### config.mk
export PLATFORM = sky130hd
export DESIGN_NAME = lock_access_controller
export DESIGN_NICKNAME = d
export VERILOG_FILES = /design/src/rtl/lock_pkg.sv /design/src/rtl/sec_timer.sv /design/src/rtl/lock_access_controller.sv
export SDC_FILE = /design/constraint.sdc
export NUM_CORES = 1
export LEC_CHECK = 0
export CAP_MARGIN = 20
export CELL_PAD_IN_SITES_DETAIL_PLACEMENT = 2
export CELL_PAD_IN_SITES_GLOBAL_PLACEMENT = 2
export CORE_AREA = 2 2 88 90
export DETAILED_ROUTE_END_ITERATION = 8
export DIE_AREA = 0 0 90 92
export GPL_ROUTABILITY_DRIVEN = 0
export PLACE_DENSITY_LB_ADDON = 0.1
export SYNTH_ARGS = -nofsm -noshare
export SYNTH_HDL_FRONTEND = slang
export SYNTH_HIERARCHICAL = 1
export SYNTH_SLANG_ARGS = --single-unit
export TNS_END_PERCENT = 50
### constraint.sdc
create_clock -name Clock -period 4.8 [get_ports Clock]
set_input_delay 0.72 -clock Clock [delete_from_list [all_inputs] [get_ports Clock]]
set_output_delay 0.72 -clock Clock [all_outputs]
set_load 0.1 [all_outputs]
### src/rtl/lock_pkg.sv
// lock_pkg: shared definitions for the combination-lock sequencing controller.
//   lock_state_e : controller state encoding (3-bit)
//   DISP_*       : 2-bit codes understood by the hex display decoder
//   disp_of()    : maps a controller state to its display code
package lock_pkg;

  typedef enum logic [2:0] {
    ST_LOCKED  = 3'd0,
    ST_OPEN    = 3'd1,
    ST_SET_NEW = 3'd2,
    ST_LOCKOUT = 3'd3,
    ST_ALARM   = 3'd4
  } lock_state_e;

  localparam logic [1:0] DISP_LOCKED  = 2'b00;
  localparam logic [1:0] DISP_OPEN    = 2'b01;
  localparam logic [1:0] DISP_SET_NEW = 2'b10;
  localparam logic [1:0] DISP_ALARM   = 2'b11;

  // LOCKOUT has no code of its own; the display shows it as LOCKED.
  function automatic logic [1:0] disp_of(input lock_state_e s);
    case (s)
      ST_OPEN:    disp_of = DISP_OPEN;
      ST_SET_NEW: disp_of = DISP_SET_NEW;
      ST_ALARM:   disp_of = DISP_ALARM;
      default:    disp_of = DISP_LOCKED;
    endcase
  endfunction

endpackage

### src/rtl/sec_timer.sv
// sec_timer: one-second prescaler plus 8-bit seconds down-counter.
//   Clock, Reset : clock and synchronous active-high reset
//   load, value  : load secs_left with value and restart the prescaler
//   expire       : combinational; a tick is consuming the last second
//   secs_left    : registered remaining seconds, holds at 0
module sec_timer #(
  parameter int unsigned CLK_DIV = 50000000
) (
  input  logic       Clock,
  input  logic       Reset,
  input  logic       load,
  input  logic [7:0] value,
  output logic       expire,
  output logic [7:0] secs_left
);

  localparam int unsigned PW = (CLK_DIV > 1) ? $clog2(CLK_DIV) : 1;
  localparam logic [PW-1:0] PRESC_MAX = PW'(CLK_DIV - 1);

  logic [PW-1:0] presc;
  logic          sec_tick;

  assign sec_tick = (presc == PRESC_MAX);
  assign expire   = sec_tick && (secs_left == 8'd1);

  always_ff @(posedge Clock) begin
    if (Reset) begin
      presc     <= '0;
      secs_left <= 8'd0;
    end else if (load) begin
      // Loading restarts the prescaler so each timed state lasts whole seconds.
      presc     <= '0;
      secs_left <= value;
    end else begin
      presc <= sec_tick ? '0 : presc + 1'b1;
      if (sec_tick && (secs_left != 8'd0))
        secs_left <= secs_left - 8'd1;
    end
  end

endmodule

### src/rtl/lock_access_controller.sv
// lock_access_controller: policy FSM for the combination lock.
//   Clock, Reset          : clock and synchronous active-high reset
//   confirm_pulse         : enter pulse (priority over change_pulse)
//   change_pulse          : change-code pulse
//   match                 : switch code equals stored code
//   admin_clear           : clears ALARM
//   code_we               : one-cycle write strobe for the new code
//   unlock/alarm/lockout  : state flags
//   disp_code             : 2-bit display code
//   fail_cnt              : consecutive failed confirms
//   secs_left             : seconds remaining on the active timer
//
// state      | meaning
// LOCKED     | idle, waiting for confirm/change
// OPEN       | unlocked, auto-relocks on timeout
// SET_NEW    | next pulse writes the switch code, auto-relocks on timeout
// LOCKOUT    | timed penalty after a failed confirm, pulses ignored
// ALARM      | latched after MAX_TRIES failures, only admin_clear exits
module lock_access_controller
  import lock_pkg::*;
#(
  parameter int unsigned MAX_TRIES      = 3,
  parameter int unsigned CLK_DIV        = 50000000,
  parameter int unsigned LOCKOUT_S      = 10,
  parameter int unsigned OPEN_TIMEOUT_S = 30
) (
  input  logic       Clock,
  input  logic       Reset,
  input  logic       confirm_pulse,
  input  logic       change_pulse,
  input  logic       match,
  input  logic       admin_clear,
  output logic       code_we,
  output logic       unlock,
  output logic       alarm,
  output logic       lockout,
  output logic [1:0] disp_code,
  output logic [3:0] fail_cnt,
  output logic [7:0] secs_left
);

  localparam logic [3:0] MAX_T     = 4'(MAX_TRIES);
  localparam logic [7:0] LOCK_SECS = 8'(LOCKOUT_S);
  localparam logic [7:0] OPEN_SECS = 8'(OPEN_TIMEOUT_S);

  lock_state_e state, state_nxt;
  logic [3:0]  fail_nxt;
  logic        code_we_nxt;
  logic        tmr_load;
  logic [7:0]  tmr_value;
  logic        tmr_expire;

  sec_timer #(.CLK_DIV(CLK_DIV)) u_sec_timer (
    .Clock    (Clock),
    .Reset    (Reset),
    .load     (tmr_load),
    .value    (tmr_value),
    .expire   (tmr_expire),
    .secs_left(secs_left)
  );

  // Every transition loads the timer, which also restarts the prescaler.
  always_comb begin
    state_nxt   = state;
    fail_nxt    = fail_cnt;
    code_we_nxt = 1'b0;
    tmr_load    = 1'b0;
    tmr_value   = 8'd0;
    case (state)
      ST_LOCKED: begin
        if (confirm_pulse) begin
          tmr_load = 1'b1;
          if (match) begin
            state_nxt = ST_OPEN;
            fail_nxt  = 4'd0;
            tmr_value = OPEN_SECS;
          end else if (fail_cnt + 4'd1 == MAX_T) begin
            state_nxt = ST_ALARM;
            fail_nxt  = MAX_T;
          end else begin
            state_nxt = ST_LOCKOUT;
            fail_nxt  = fail_cnt + 4'd1;
            tmr_value = LOCK_SECS;
          end
        end else if (change_pulse && match) begin
          state_nxt = ST_SET_NEW;
          tmr_load  = 1'b1;
          tmr_value = OPEN_SECS;
        end
      end
      ST_OPEN: begin
        if (confirm_pulse || (!change_pulse && tmr_expire)) begin
          state_nxt = ST_LOCKED;
          tmr_load  = 1'b1;
        end else if (change_pulse) begin
          state_nxt = ST_SET_NEW;
          tmr_load  = 1'b1;
          tmr_value = OPEN_SECS;
        end
      end
      ST_SET_NEW: begin
        if (confirm_pulse || change_pulse) begin
          state_nxt   = ST_LOCKED;
          fail_nxt    = 4'd0;
          code_we_nxt = 1'b1;
          tmr_load    = 1'b1;
        end else if (tmr_expire) begin
          state_nxt = ST_LOCKED;
          tmr_load  = 1'b1;
        end
      end
      ST_LOCKOUT: begin
        if (tmr_expire) begin
          state_nxt = ST_LOCKED;
          tmr_load  = 1'b1;
        end
      end
      ST_ALARM: begin
        if (admin_clear) begin
          state_nxt = ST_LOCKED;
          fail_nxt  = 4'd0;
          tmr_load  = 1'b1;
        end
      end
      default: begin
        state_nxt = ST_LOCKED;
        tmr_load  = 1'b1;
      end
    endcase
  end

  // Flags are registered from state_nxt so they line up with the state register.
  always_ff @(posedge Clock) begin
    if (Reset) begin
      state     <= ST_LOCKED;
      fail_cnt  <= 4'd0;
      code_we   <= 1'b0;
      unlock    <= 1'b0;
      alarm     <= 1'b0;
      lockout   <= 1'b0;
      disp_code <= DISP_LOCKED;
    end else begin
      state     <= state_nxt;
      fail_cnt  <= fail_nxt;
      code_we   <= code_we_nxt;
      unlock    <= (state_nxt == ST_OPEN);
      alarm     <= (state_nxt == ST_ALARM);
      lockout   <= (state_nxt == ST_LOCKOUT);
      disp_code <= disp_of(state_nxt);
    end
  end

endmodule

Word level (Yosys, flattened, before mapping) --
Cells that the tools add are included.
Storage, ports and cells: register bits after elaboration 47, bits of input ports 6, output and inout bits 18, word-level logic and storage cells 76
Operators by class: add/subtract/negate cells 3, equal/unequal tests 14, multiplexer cells 35, bitwise gates (word level) 1, reduce and logical (&&, ||, !) cells 14
Operators with widths (number):
- 3-bit two-way mux | 9
- 26-bit by 1-bit adder with 26-bit output (second input constant) | 1
- 26-bit == test (second input constant) | 1
- 4-bit two-way mux | 6
- 8-bit two-way mux | 3
- 5-bit two-way mux | 4
- 8-bit one-hot mux with 2 select lines | 1
- 3-bit one-hot mux with 5 select lines | 1
- 3-bit by 2-bit == test with 1-bit output (second input constant) | 4
- 4-bit one-hot mux with 3 select lines | 1
- 8-bit by 1-bit == test with 1-bit output (second input constant) | 1
- 1-bit two-way mux | 8
- 8-bit nonzero test | 1
- 8-bit by 1-bit subtractor with 8-bit output (second input constant) | 1
- 3-bit by 1-bit == test with 1-bit output (second input constant) | 2
- 3-bit == test (second input constant) | 2
- 2-bit != test (second input constant) | 3
- 2-bit one-hot mux with 3 select lines | 1
- 1-bit one-hot mux with 5 select lines | 1
- 4-bit by 1-bit adder with 4-bit output (second input constant) | 1
- 4-bit by 2-bit == test with 1-bit output (second input constant) | 1
- 1-bit logical AND | 4
- 4-bit AND reduction | 1
- 3-bit zero test | 1
- other kinds (7) | 8

Longest topological paths before layout --
depth in word-level cells 8, depth in mapped cells 12

Modules after synthesis --
Netlist, hierarchy kept.
By module, submodules not included:
- sec_timer | instances 1, cells an instance 198, area each 1711.6 um^2
- lock_access_controller | instances 1, cells an instance 90, area each 769.5 um^2

Worst setup path before layout --
Ideal clock, no wire load.
path kind reg-to-reg, start register u_sec_timer.secs_left[2], end register u_sec_timer.secs_left[6], arrival 2.700 ns, data required time 4.688 ns, setup slack 1.988 ns, cell stages (with the launch flop) 10, path buffers 2, cells stage by stage dfxtp_1 nor4_1 nand3_1 nor2_1 nor3_1 o21ai_1 clkbuf_1 clkbuf_1 nor2_1 a2111oi_1
Between the ends: longest elaborated chain between the ends 7, elaborated cells between the ends (all ways) 14
Ends and longest elaborated chain:
- start, declared | line sec_timer.sv:14 | output logic [7:0] secs_left
- start signal, assigned | line sec_timer.sv:33 | secs_left <= value;
- start signal, assigned | line sec_timer.sv:37 | secs_left <= secs_left - 8'd1;
- 8-bit by 1-bit == test with 1-bit output (*) | line sec_timer.sv:24 | assign expire = sec_tick && (secs_left == 8'd1);
- 1-bit logical AND (*) | line sec_timer.sv:24
- named net tmr_expire | line lock_access_controller.sv:51 | logic tmr_expire;
- 1-bit logical AND | line lock_access_controller.sv:92 | if (confirm_pulse || (!change_pulse && tmr_expire)) begin
- 1-bit logical OR | line lock_access_controller.sv:92
- 1-bit two-way mux | line lock_access_controller.sv:92
- 1-bit one-hot mux with 5 select lines (*) | line lock_access_controller.sv:69 | case (state)
- named net tmr_load | line lock_access_controller.sv:49 | logic tmr_load;
- 8-bit two-way mux or 2-bit nonzero test (tied branches)
Mark *: on every way through the listed nets, which the timed path passes. The rest lies on a longest branch. The select of a mux whose other input is x is not followed. A chain may end at the register's enable or synchronous reset.

Final worst setup path --
start register u_sec_timer.presc[11], end register u_sec_timer.presc[13]
Between the ends: longest elaborated chain between the ends 7, elaborated cells between the ends (all ways) 10
Ends and longest elaborated chain:
- start, declared | line sec_timer.sv:20 | logic [PW-1:0] presc;
- start signal, assigned | line sec_timer.sv:35 | presc <= sec_tick ? '0 : presc + 1'b1;
- 26-bit == test (*) | line sec_timer.sv:23 | assign sec_tick = (presc == PRESC_MAX);
- 1-bit logical AND (*) | line sec_timer.sv:24
- named net tmr_expire | line lock_access_controller.sv:51
- 1-bit logical AND | line lock_access_controller.sv:92
- 1-bit logical OR | line lock_access_controller.sv:92
- 1-bit two-way mux | line lock_access_controller.sv:92
- 1-bit one-hot mux with 5 select lines (*) | line lock_access_controller.sv:69
- named net tmr_load | line lock_access_controller.sv:49
- 3-bit OR reduction (no line) (*)
Mark *: on every way through the listed nets, which the timed path passes. The rest lies on a longest branch.

==> metrics.csv <==
stage,metric,value,unit
clocking,Max Root-Sink Buffers,2,
logic_synthesis,Synth Instances,288,
sta,Slew headroom,34.7,%
floorplanning,DIE WIDTH,90,um
final_layout,diode count,0,
worst_setup_path,"slowest stage delay, CP",0.78,ns
pwr,Peak VDD IR,0.153,mV
final_layout,share of cells above drive strength 1,8.31,%
worst_setup_path,"Top cell by count, worst path",nor2_1,
detailed_routing,1st-pass router iterations,4,
clocking,"Setup Fix Bufs, Post-CTS",0,
worst_setup_path,"reg-to-reg slack, setup",1.61,ns
detailed_routing,met2 wire length,2890,um
pwr,pwr/cell area,353,nW/um^2
clocking,CTS tree,done,
run_status,outcome,"finished, final reports clean",
detailed_routing,DR vias,2116,
logic_synthesis,ys async rst share,0,%
final_layout,Nets,324,
detailed_routing,DR WL met3,125,um
floorplanning,Die Height,92,um
worst_setup_path,CP max stage cell,or3_1,
logic_synthesis,Main synth FF type,dfxtp_1,
clocking,CTS clock-pin slew for the worst setup and hold paths,0.10,ns
clocking,CTS H-tree lvls,2,
clocking,Root Buffer,clkbuf_8,
detailed_routing,Antenna Nets Post-Route,0,
hold_path,Hold Path Class,flop to flop,
place,placed inst area,2810,sq um
flow_run,MaxCap Viol Count,0,
worst_setup_path,Crit path arrival time,3.34,ns
logic_synthesis,"Distinct cells, synth",56,
clocking,Worst-Skew Late Latency,0.30,ns
sta,min Tclk post-route,3.19,ns
logic_synthesis,Yosys warnings,6,
worst_setup_path,Critical Path End Type,flop,
grt,largest net degree at the start of global routing,27,
detailed_routing,uppermost layer routed,met4,
sta,clk_skew,0.00775,ns
place,Port Buffer Count,23,
grt,initial antenna violation count,0,
final_layout,P&R area growth vs syn,17.3,%
final_layout,post-route cell area,2910,sq um
detailed_routing,DR vias/cell,5.10,
sta,"Hold Vio Cnt, Final",0,
floorplanning,IO Count,24,
worst_setup_path,Worst Setup Start Kind,flop,
grt,Overflow after GRT,0,
detailed_routing,1st-iter DRT viols,54,
place,dpl cells,407,
clocking,total CTS buffers,5,
logic_synthesis,Seq cells post-synth,47,
logic_synthesis,number of synthesized flops with an enable pin,0,
logic_synthesis,sequential area share after synthesis,37.9,%
grt,gr usage total,16.4,%
pwr,Pleak,0.983,nW
worst_setup_path,crit path max fanout,26,
sta,RSZ-0062 raised after global routing,no,
clocking,post-cts resize count,0,
sta,Max Freq,314,MHz
clocking,CTS Sinks,47,
worst_setup_path,Required @ worst endpoint,4.95,ns
sta,Setup TNS,0,ns
detailed_routing,drt drc,0,
detailed_routing,post-DR wirelength/cell,15.1,um
sta,worst-margin pin slew,0.977,ns
floorplanning,Initial Util,33.3,%
floorplanning,row count,32,
pwr,Pwr Total,0.00103,W
sta,Final period util,66.4,%
worst_setup_path,Setup CP Type,flop to flop,
logic_synthesis,Netlist Area Pre-Place,2480,sq um
clocking,CTS Hold Bufs,0,
final_layout,fin cells,415,
floorplanning,core area,7450,sq um
grt,first-pass GRT wire length,11100,um
floorplanning,die area,8280,sq um
grt,number of global-route vias before repair,2234,
sta,"Setup violations, final",0,
worst_setup_path,"critical path, cell by cell",or4_4 > nor4_4 > nand3_2 > nor2_1 > nor3_1 > o21ai_1 > buf_4 > or3_1 > nor2_1,
logic_synthesis,Mapped Avg Cell Area,8.62,sq um
detailed_routing,Total Wirelength,6260,um
sta,Final Slew Violations,0,
place,hpwl dp,4440,um
sta,WHS,0.495,ns
detailed_routing,Met1 Wirelength,3170,um
## worst max-delay path, delay by kind of cell, from the launching register on
family | cells | cell delay (ns)
AND/OR/NAND/NOR | 7 | 2.29
buffers and inverters | 1 | 0.24
flip-flops | 1 | 0.35
AO/OA/AOI/OAI | 1 | 0.15
## where the power goes
part | leakage (nW) | internal [W] | total (W) | switching [W]
sequential | 0.382 | 0.000411 | 0.000441 | 0.0000295
clock | 0.0505 | 0.000131 | 0.000273 | 0.000141
combinational | 0.551 | 0.0000886 | 0.000315 | 0.000226
total | 0.983 | 0.000631 | 0.00103 | 0.000397
## layout make-up
cell class / count / area (sq um)
fillers: 857 / 4540
multi-input cells: 219 / 1440
flip-flops and latches: 47 / 941
repair buffers: 26 / 253
well taps: 102 / 128
clock buffers: 7 / 96.3
inverters: 13 / 48.8
clock inverters: 1 / 7.51
## cells in the mapped netlist, drive strengths merged (3+ instances only)
| library cell | count | area, sq um |
|---|---|---|
| nor2 | 50 | 188 |
| a311oi | 4 | 41.3 |
| xnor2 | 8 | 70.1 |
| a21oi | 10 | 53.8 |
| or2 | 3 | 18.8 |
| nand3 | 18 | 95.1 |
| nand3b | 4 | 30.0 |
| or3 | 3 | 18.8 |
| clkbuf | 5 | 18.8 |
| o21ai | 4 | 20.0 |
| nand2 | 16 | 60.1 |
| inv | 13 | 48.8 |
| xor2 | 19 | 166 |
| dfxtp | 47 | 941 |
| ha | 6 | 75.1 |
| and3 | 4 | 26.3 |
| nand4 | 9 | 56.3 |
| nor4 | 8 | 65.1 |
| a2111oi | 5 | 60.1 |
| buf | 7 | 46.3 |
| nor4b | 5 | 43.8 |
| nand2b | 5 | 31.3 |
| nor3 | 6 | 30.0 |
## kinds of logic (layout without fill, tap and decap cells)
group | count (synthesis) | in the layout | share of synthesized area, %
compound gates | 36 | 36 | 12.5
simple gates | 145 | 145 | 31.9
buf+inv | 25 | 47 | 4.59
other cells | 1 | 4 | 0.151
mux | 1 | 1 | 0.403
flops | 47 | 47 | 37.9
fa+ha+maj | 6 | 6 | 3.03
xor+xnor | 27 | 27 | 9.53
## worst paths after layout
path / to / depth (start not counted) / from
worst min register to register: u_sec_timer/presc[0]$_SDFF_PP0_ / 1 / u_sec_timer/presc[0]$_SDFF_PP0_
worst max-delay path: u_sec_timer/presc[13]$_SDFF_PP0_ / 9 / u_sec_timer/presc[11]$_SDFF_PP0_
worst min-delay path: u_sec_timer/presc[0]$_SDFF_PP0_ / 1 / u_sec_timer/presc[0]$_SDFF_PP0_
worst max register to register: u_sec_timer/presc[13]$_SDFF_PP0_ / 9 / u_sec_timer/presc[11]$_SDFF_PP0_
## state kept, by name (all words and copies together), names as in the netlist
name,flops
disp_code,2
lockout,1
unlock,1
fail_cnt,4
u_sec_timer/secs_left,8
u_sec_timer/presc,26
alarm,1
code_we,1
state,3
## through the flow
step | setup WS, ns | utilization [%]
3_3_place_gp | 1.57 | 37.7
4_1_cts | 1.54 | 39.1
6_report | 1.61 | 39.1
3_5_place_dp | 1.50 | 37.7
2_1_floorplan | 1.99 | -
5_1_grt | 1.23 | 39.1
## cells in the final DEF, fill, tap and decap left out, drive strengths merged, types with 6 or more instances in the layout
cell,instances
nor2,50
dfxtp,47
clkdlybuf4s50,23
xor2,19
nand3,18
nand2,16
inv,13
a21oi,10
nand4,9
xnor2,8
nor4,8
clkbuf,7
nor3,6
ha,6
## metal layers
metal	vias up	global-route usage, %
met4	0	5.13
met3	6	2.88
met1	1028	21.7
met5	-	0
li1	1060	-
met2	22	27.3
Power figures use the tool's default switching activity.
